==> config.mk <==
export PLATFORM = sky130hd
export DESIGN_NAME = io_output_buffer_flat
export DESIGN_NICKNAME = d
export VERILOG_FILES = /design/src/rtl/hubris_mmio_pkg.sv /design/src/rtl/io_output_buffer_if.sv /design/src/rtl/sync_fifo_fwft.sv /design/src/rtl/io_output_buffer.sv /design/src/flat_wrapper.sv
export SDC_FILE = /design/constraint.sdc
export NUM_CORES = 1
export LEC_CHECK = 0
export CAP_MARGIN = 10
export CORE_MARGIN = 10
export CORE_UTILIZATION = 35
export CTS_CLUSTER_DIAMETER = 50
export DETAILED_ROUTE_END_ITERATION = 8
export SLEW_MARGIN = 15
export SYNTH_ARGS = -nofsm -noshare
export SYNTH_HDL_FRONTEND = slang
export SYNTH_SLANG_ARGS = --single-unit
==> constraint.sdc <==
create_clock -name clk -period 5.2 [get_ports clk]
set_input_delay 1.04 -clock clk [delete_from_list [all_inputs] [get_ports clk]]
set_output_delay 1.04 -clock clk [all_outputs]
set_load 0.005 [all_outputs]
==> src/rtl/hubris_mmio_pkg.sv <==
// Shared MMIO definitions for the Hubris core's peripheral windows:
// register offsets and the bit positions inside the status word.
package hubris_mmio_pkg;

  localparam logic [3:0] IOBUF_TXDATA = 4'h0;
  localparam logic [3:0] IOBUF_STATUS = 4'h4;
  localparam logic [3:0] IOBUF_FREE   = 4'h8;

  localparam int EMPTY_BIT = 29;
  localparam int OVF_BIT   = 30;
  localparam int FULL_BIT  = 31;

  // Register selection only looks at the word index, so offsets 0x1..0x3
  // alias TXDATA, and so on.
  function automatic logic [3:0] word_offset(input logic [1:0] idx);
    return {idx, 2'b00};
  endfunction

endpackage

==> src/rtl/io_output_buffer_if.sv <==
// Bus bundle between the core store path / console drain and the
// output buffer. The master side is the core plus the external consumer.
interface io_output_buffer_if;
  logic        mmio_sel;
  logic        mmio_wr_en;
  logic        mmio_rd_en;
  logic [3:0]  mmio_addr;
  logic [31:0] mmio_wdata;
  logic [3:0]  mmio_wstrb;
  logic [31:0] mmio_rdata;
  logic        io_output_en;
  logic [7:0]  io_output_data;
  logic [31:0] io_buffer_size_avai;

  modport master (
    output mmio_sel, mmio_wr_en, mmio_rd_en, mmio_addr, mmio_wdata, mmio_wstrb,
    output io_output_en,
    input  mmio_rdata, io_output_data, io_buffer_size_avai
  );

  modport slave (
    input  mmio_sel, mmio_wr_en, mmio_rd_en, mmio_addr, mmio_wdata, mmio_wstrb,
    input  io_output_en,
    output mmio_rdata, io_output_data, io_buffer_size_avai
  );
endinterface

==> src/rtl/sync_fifo_fwft.sv <==
// Generic circular FIFO with first-word fall-through head. A push into a
// full FIFO is accepted only when a pop frees a slot in the same cycle.
module sync_fifo_fwft #(
  parameter  int DEPTH  = 16,
  parameter  int DATA_W = 8,
  localparam int PTR_W  = $clog2(DEPTH),
  localparam int CNT_W  = PTR_W + 1
) (
  input  logic              clk,
  input  logic              reset,
  input  logic              push,
  input  logic [DATA_W-1:0] push_data,
  input  logic              pop,
  output logic [DATA_W-1:0] head,
  output logic [CNT_W-1:0]  count,
  output logic              full,
  output logic              empty
);

  logic [DATA_W-1:0] mem [DEPTH];
  logic [PTR_W-1:0]  rd_ptr;
  logic [PTR_W-1:0]  wr_ptr;
  logic              pop_ok;
  logic              push_ok;

  assign full    = (count == CNT_W'(DEPTH));
  assign empty   = (count == '0);
  assign pop_ok  = pop & ~empty;
  assign push_ok = push & (~full | pop_ok);
  assign head    = mem[rd_ptr];

  // Pointer and occupancy bookkeeping; pointers wrap naturally at DEPTH.
  always_ff @(posedge clk) begin
    if (reset) begin
      rd_ptr <= '0;
      wr_ptr <= '0;
      count  <= '0;
    end else begin
      if (push_ok) wr_ptr <= wr_ptr + PTR_W'(1);
      if (pop_ok)  rd_ptr <= rd_ptr + PTR_W'(1);
      count <= count + CNT_W'(push_ok) - CNT_W'(pop_ok);
    end
  end

  // Storage array; contents survive reset, only the pointers are cleared.
  always_ff @(posedge clk) begin
    if (push_ok && !reset) mem[wr_ptr] <= push_data;
  end

endmodule

==> src/rtl/io_output_buffer.sv <==
// Console transmit buffer: MMIO decode for TXDATA/STATUS/FREE, sticky
// overflow flag, registered read data, wrapped around a FWFT byte FIFO.
module io_output_buffer
  import hubris_mmio_pkg::*;
#(
  parameter  int DEPTH = 16,
  localparam int CNT_W = $clog2(DEPTH) + 1
) (
  input logic clk,
  input logic reset,
  io_output_buffer_if.slave bus
);

  logic [3:0]       offset;
  logic             wr_cyc;
  logic             rd_cyc;
  logic             push_req;
  logic             clr_req;
  logic             ovf_set;
  logic             overflow;
  logic [CNT_W-1:0] count;
  logic             full;
  logic             empty;
  logic [31:0]      rd_word;
  logic             unused_bits;

  function automatic logic [31:0] status_word(input logic [CNT_W-1:0] cnt,
                                              input logic f, input logic e,
                                              input logic o);
    logic [31:0] w;
    w            = '0;
    w[CNT_W-1:0] = cnt;
    w[EMPTY_BIT] = e;
    w[OVF_BIT]   = o;
    w[FULL_BIT]  = f;
    return w;
  endfunction

  assign offset   = word_offset(bus.mmio_addr[3:2]);
  assign wr_cyc   = bus.mmio_sel & bus.mmio_wr_en;
  assign rd_cyc   = bus.mmio_sel & bus.mmio_rd_en;
  assign push_req = wr_cyc & (offset == IOBUF_TXDATA) & bus.mmio_wstrb[0];
  assign clr_req  = wr_cyc & (offset == IOBUF_STATUS) & bus.mmio_wstrb[3]
                  & bus.mmio_wdata[OVF_BIT];
  // A full FIFO always has data, so a pop request alone frees the slot.
  assign ovf_set  = push_req & full & ~bus.io_output_en;

  assign unused_bits = &{1'b0, bus.mmio_addr[1:0], bus.mmio_wdata[31],
                         bus.mmio_wdata[29:8], bus.mmio_wstrb[2:1]};

  sync_fifo_fwft #(.DEPTH(DEPTH), .DATA_W(8)) u_fifo (
    .clk       (clk),
    .reset     (reset),
    .push      (push_req),
    .push_data (bus.mmio_wdata[7:0]),
    .pop       (bus.io_output_en),
    .head      (bus.io_output_data),
    .count     (count),
    .full      (full),
    .empty     (empty)
  );

  assign bus.io_buffer_size_avai = 32'(count);

  // Sticky overflow; a new drop in the same cycle beats a software clear.
  always_ff @(posedge clk) begin
    if (reset)        overflow <= 1'b0;
    else if (ovf_set) overflow <= 1'b1;
    else if (clr_req) overflow <= 1'b0;
  end

  // Read mux built from the state before the sampling edge.
  always_comb begin
    rd_word = '0;
    case (offset)
      IOBUF_STATUS: rd_word = status_word(count, full, empty, overflow);
      IOBUF_FREE:   rd_word = 32'(CNT_W'(DEPTH) - count);
      default:      rd_word = '0;
    endcase
  end

  // Load data register; holds its value between loads.
  always_ff @(posedge clk) begin
    if (reset)       bus.mmio_rdata <= '0;
    else if (rd_cyc) bus.mmio_rdata <= rd_word;
  end

endmodule
==> src/flat_wrapper.sv <==
// flat-port wrapper written by rule: the top's interface ports become plain ports
module io_output_buffer_flat import hubris_mmio_pkg::*;
#(
  parameter  int DEPTH = 16,
  localparam int CNT_W = $clog2(DEPTH) + 1
)
  (clk, reset, bus_mmio_sel, bus_mmio_wr_en, bus_mmio_rd_en, bus_mmio_addr, bus_mmio_wdata, bus_mmio_wstrb, bus_io_output_en, bus_mmio_rdata, bus_io_output_data, bus_io_buffer_size_avai);
  io_output_buffer_if bus_i ();
  input logic clk;
  input logic reset;
  input wire logic [$bits(bus_i.mmio_sel)-1:0] bus_mmio_sel;
  input wire logic [$bits(bus_i.mmio_wr_en)-1:0] bus_mmio_wr_en;
  input wire logic [$bits(bus_i.mmio_rd_en)-1:0] bus_mmio_rd_en;
  input wire logic [$bits(bus_i.mmio_addr)-1:0] bus_mmio_addr;
  input wire logic [$bits(bus_i.mmio_wdata)-1:0] bus_mmio_wdata;
  input wire logic [$bits(bus_i.mmio_wstrb)-1:0] bus_mmio_wstrb;
  input wire logic [$bits(bus_i.io_output_en)-1:0] bus_io_output_en;
  output wire logic [$bits(bus_i.mmio_rdata)-1:0] bus_mmio_rdata;
  output wire logic [$bits(bus_i.io_output_data)-1:0] bus_io_output_data;
  output wire logic [$bits(bus_i.io_buffer_size_avai)-1:0] bus_io_buffer_size_avai;
  assign bus_i.mmio_sel = bus_mmio_sel;
  assign bus_i.mmio_wr_en = bus_mmio_wr_en;
  assign bus_i.mmio_rd_en = bus_mmio_rd_en;
  assign bus_i.mmio_addr = bus_mmio_addr;
  assign bus_i.mmio_wdata = bus_mmio_wdata;
  assign bus_i.mmio_wstrb = bus_mmio_wstrb;
  assign bus_i.io_output_en = bus_io_output_en;
  assign bus_mmio_rdata = bus_i.mmio_rdata;
  assign bus_io_output_data = bus_i.io_output_data;
  assign bus_io_buffer_size_avai = bus_i.io_buffer_size_avai;
  io_output_buffer #(.DEPTH(DEPTH)) u_core (.clk(clk), .reset(reset), .bus(bus_i));
endmodule
# After elaboration in Yosys (flattened, before gate mapping)
# Memory sizes are Yosys's and may differ from the RTL's. A register that Yosys moved wholly into a read port is not among the register bits.
# Index checks and enable logic that the tools add are counted.
[classes] addsub=5 eq_ne=3 muxes=7 n_bitwise=15 reduce_logical=5
[ops] cell="one-hot mux 32 bit (2 select lines)" count=1
[ops] cell="AND 1 bit" count=11
[ops] cell="adder 4 x 1 -> 4 bit (second input constant)" count=2
[ops] cell="2-to-1 mux 4 bit" count=2
[ops] cell="subtractor 5 x 5 -> 6 bit (first input constant)" count=1
[ops] cell="adder 5 x 1 -> 5 bit" count=1
[ops] cell="equality test 5 bit (second input constant)" count=1
[ops] cell="logical NOT 5 bit" count=1
[ops] cell="subtractor 5 x 1 -> 5 bit" count=1
[ops] cell="logical NOT 4 bit" count=1
[ops] cell="2-to-1 mux 1 bit" count=4
[ops] cell="inverter 1 bit" count=3
[ops] cell="equality test 2 x 1 -> 1 bit (second input constant)" count=1
[ops] cell="equality test 2 bit (second input constant)" count=1
[ops] cell="nonzero test 2 bit" count=1
[ops] cell="logical AND 1 bit" count=1
[ops] cell="logical NOT 1 bit" count=1
[ops] cell="bitwise OR 1 bit" count=1
[word_totals] reg_bits=46 mem_bits_rw=128 inputBits=46 out_inout_bits=72 wordCells=41 mem_count=1
[memory_table] name="u_core.u_fifo.mem" depth=16 width=8 rd=1 rd_ports_with_merged_regs=1 wr=1 line="sync_fifo_fwft.sv:20" text="logic [DATA_W-1:0] mem [DEPTH];"

# Depth between registers and ports, before layout
[depth] word_depth=8 depth_mapped=16 mapped_depth_nobuf=16

# Hierarchy
# A second synthesis with hierarchy kept.
[hier_totals] hier_cells=426 area_unflattened_um2=6721.4
[modules_own_cells] mod="sync_fifo_fwft" instances=1 cells_per_inst=308 area_each_um2=5790.6 seq_area_each_um2=4184.0
[modules_own_cells] mod="io_output_buffer" instances=1 cells_per_inst=118 area_each_um2=930.9 seq_area_each_um2=200.2

# Worst setup path after synthesis
# Ideal clock, no wire load.
[synth_path] path_kind="in2reg" startpoint="input port bus_mmio_addr[2]" endpoint="register u_core.u_fifo.count[4]" arrival_time_ps=2983 required_time_ps=5072 setup_slack_ps=2089 path_stages=14 n_path_buf=0 cell_sequence="inv_1 > ha_1 > nand4_1 > a21oi_1 > inv_1 > ha_1 > inv_1 > ha_1 > inv_1 > fa_1 > o21bai_1 > a21oi_1 > xor2_1 > nor2_1"
[synth_via] elab_chain_len=6
[synth_rtl] element="from (decl)" line="flat_wrapper.sv:14" text="input wire logic [$bits(bus_i.mmio_addr)-1:0] bus_mmio_addr;"
[synth_rtl] element="logical NOT 4 bit" line="io_output_buffer.sv:42" text="assign push_req = wr_cyc & (offset == IOBUF_TXDATA) & bus.mmio_wstrb[0];"
[synth_rtl] element="AND 1 bit (2 in a row)" line="io_output_buffer.sv:42"
[synth_rtl] element="AND 1 bit" line="sync_fifo_fwft.sv:29" text="assign push_ok = push & (~full | pop_ok);"
[synth_rtl] element="adder 5 x 1 -> 5 bit" line="sync_fifo_fwft.sv:41" text="count <= count + CNT_W'(push_ok) - CNT_W'(pop_ok);"
[synth_rtl] element="subtractor 5 x 1 -> 5 bit" line="sync_fifo_fwft.sv:41"
[synth_rtl] element="to (signal assigned)" line="sync_fifo_fwft.sv:41"
[synth_rtl] element="to (decl)" line="sync_fifo_fwft.sv:15" text="output logic [CNT_W-1:0] count,"
# No other way between the ends.
# A chain may end at the register's enable or synchronous reset.

==> run summary <==
die area - 0.0252 mm²
TritonRoute pass-1 iters - 4
Final period util - 76.9%
share of cells above drive strength 1 - 10.9%
Netlist cell types - 37
worst min-delay path startpoint - u_core.overflow
first-pass GRT wire length - 21200 µm
relative slew slack - 32.0%
CTS tree - done
routing usage on met1 - 14.0%
M2 GR Usage - 16.4%
type of origin of the critical path - flop
RSZ-0062 raised after global routing - false
Pwr Density - 421 mW/mm²
Cells after DPL - 716
Yosys reg bits - 155
Die W - 159 µm
Top-Level Pins - 118
most frequent cells in the layout - edfxtp_1 (128), clkdlybuf4s50_1 (63), nor2_1 (40)
most common cell after layout, fill and taps aside - edfxtp_1
Initial Util - 35.8%
Resized Gates After CTS - 0
worst setup margin - 1.20 ns
Via density - 4.62
status - finished, final reports clean
total CTS buffers - 17
clock sinks - 155
clock tree buffer depth - 2
Fin Hold WS - 0.471 ns
setup violation total in the final timing report - 0
Port Buf Inserts - 63
cts hold-fix bufs - 0
largest net degree at the start of global routing - 33
row count - 50
Detailed Route Iter0 Violations - 179
Crit. End Element - output port
fillers - 1713
Netlist Area Pre-Place - 0.00674 mm²
Setup Skew - 0.00735 ns
number of global-route vias before repair - 3703
core area - 0.0188 mm²
via count - 3457
Antenna Cells - 0
# DRC - 0
Max-Cap Viols - 0
Slew @ Worst Pin - 1.02 ns
gpl congestion - 0.790
critical path arrival - 2.96 ns
gr busiest metal - met2
post-CTS setup buffers - 0
Yosys Warn Count - 0
worst reg2reg setup slack - 1.96 ns
final wirelength - 13500 µm
Req. time, crit path - 4.16 ns
Die Span Y - 159 µm
fin crit period - 4.00 ns
fin. max-slew vios - 0
Syn Area/Cell - 15.7 µm²
met3 GRT Util - 4.05%
post-detail-place hpwl - 9000 µm
Cells after Synth - 430
Hold Fails Final Rpt - 0
gr ovfl total - 0
Crit Path Max Fanout - 23
Nets - 541
Root Buffer - clkbuf_16
GRT Total Usage - 11.0%
Post-Place Worst Slack - 1.37 ns
final antenna-violating net count - 0
Clock Pin Slew Worst Setup and Hold Paths - 0.06 ns
P_leak - 2.63 nW
Highest Clock Rate - 250 MHz
Area growth, synth to finish - 17.3%
Layout Cells excl Fill - 748
Max VDD drop - 0.281 mV
H-tree depth - 4
DR WL/cell - 18.0 µm
setup TNS - 0 ns
sequential fraction of the synthesis area - 65.0%
Worst Path Class, Setup - flop to output port
Skew-Pair Late Insertion Delay - 0.43 ns
class of the worst hold path - flop to flop
initial antenna violation count - 0
Critical R2R Launch - u_core.u_fifo.count[1]
synth_stat cells:
library cell / count / area [µm²]
a211oi_1: 2 / 15.0
fa_1: 1 / 20.0
a22o_1: 1 / 8.76
mux4_1: 14 / 368
o41ai_1: 1 / 8.76
a21oi_1: 8 / 40.0
nor2b_1: 3 / 18.8
clkdlybuf4s25_2: 3 / 30.0
and2b_1: 1 / 7.51
nor4_1: 1 / 6.26
buf_6: 3 / 33.8
nand3_1: 3 / 15.0
and3b_1: 1 / 8.76
clkbuf_1: 5 / 18.8
o21ai_0: 6 / 30.0
ha_1: 19 / 238
a22oi_1: 23 / 173
or3b_2: 1 / 8.76
nor2_1: 40 / 150
edfxtp_1: 128 / 3840
o21bai_1: 2 / 15.0
and2_1: 2 / 12.5
conb_1: 1 / 3.75
nand3b_1: 4 / 30.0
buf_2: 2 / 10.0
dfxtp_1: 27 / 541
xnor2_1: 7 / 61.3
buf_1: 1 / 3.75
nor3_1: 1 / 5.00
mux4_2: 18 / 405
inv_1: 18 / 67.6
xor2_1: 4 / 35.0
nand4_1: 2 / 12.5
nand2_1: 24 / 90.1
buf_4: 51 / 383
mux2i_1: 1 / 10.0
nand2b_4: 1 / 13.8
state kept, by name, indices dropped and copies added (netlist names), named ones only:
| signal | cells |
|---|---|
| u_core.bus.mmio_rdata | 9 |
| u_core.overflow | 1 |
| u_core.u_fifo.count | 5 |
| u_core.u_fifo.mem | 128 |
| u_core.u_fifo.rd_ptr | 4 |
| u_core.u_fifo.wr_ptr | 4 |
worst paths after layout:
kind	end	cells past startpoint
setup / recovery	bus_io_output_data[2]	5
hold / removal	u_core.overflow	2
setup reg to reg	u_core.u_fifo.count[4]	16
hold reg to reg	u_core.overflow	2
per-layer routing:
| layer | wire length, µm | part of all wire [%] |
|---|---|---|
| met4 | 226 | 1.7 |
| met1 | 6310 | 47 |
| met5 | 0 | 0 |
| met3 | 1000 | 7.4 |
| met2 | 5940 | 44 |
power by group:
group / switching (mW) / leakage [nW] / internal [mW] / total (mW)
logic: 0.268 / 0.984 / 0.378 / 0.646
clock network: 0.491 / 0.280 / 0.707 / 1.20
registers: 0.104 / 1.37 / 1.38 / 1.48
total: 0.862 / 2.63 / 2.46 / 3.32
area by class of cell:
cell class	instances	area (µm²)	area share, %
Clock inverter	14	143	1.80
Tap cell	260	325	4.12
Inverter	18	67.6	0.855
Clock buffer	18	429	5.43
Multi-Input combinational cell	218	1910	24.1
Sequential cell	155	4390	55.5
Timing Repair Buffer	65	646	8.17
logic make-up (layout without fill, tap and decap cells):
family,count (synthesis),after routing,synth area share (%)
xor+xnor,11,11,1.43
compound gates,43,43,4.31
flops,155,155,65.0
mux,33,33,11.6
fa+ha+maj,20,20,3.82
buf+inv,83,115,8.11
simple gates,84,84,5.62
other cells,1,27,0.0556
stage by stage:
stage	power [mW]	utilization [%]	area, µm²
3_3_place_gp	2.16	38.9	7330
6_report	3.32	42.0	7910
5_1_grt	3.49	42.0	7910
3_5_place_dp	2.16	38.9	7330
2_1_floorplan	1.96	-	6840
4_1_cts	3.36	42.0	7910
critical path: stages (launching register included):
cell             delay, ns
dfxtp_2               0.85
buf_4                 0.36
mux4_1                0.59
a22oi_1               0.20
nand2_1               0.07
clkdlybuf4s50_1       0.46
No activity file was read; power rests on OpenSTA's default activity.
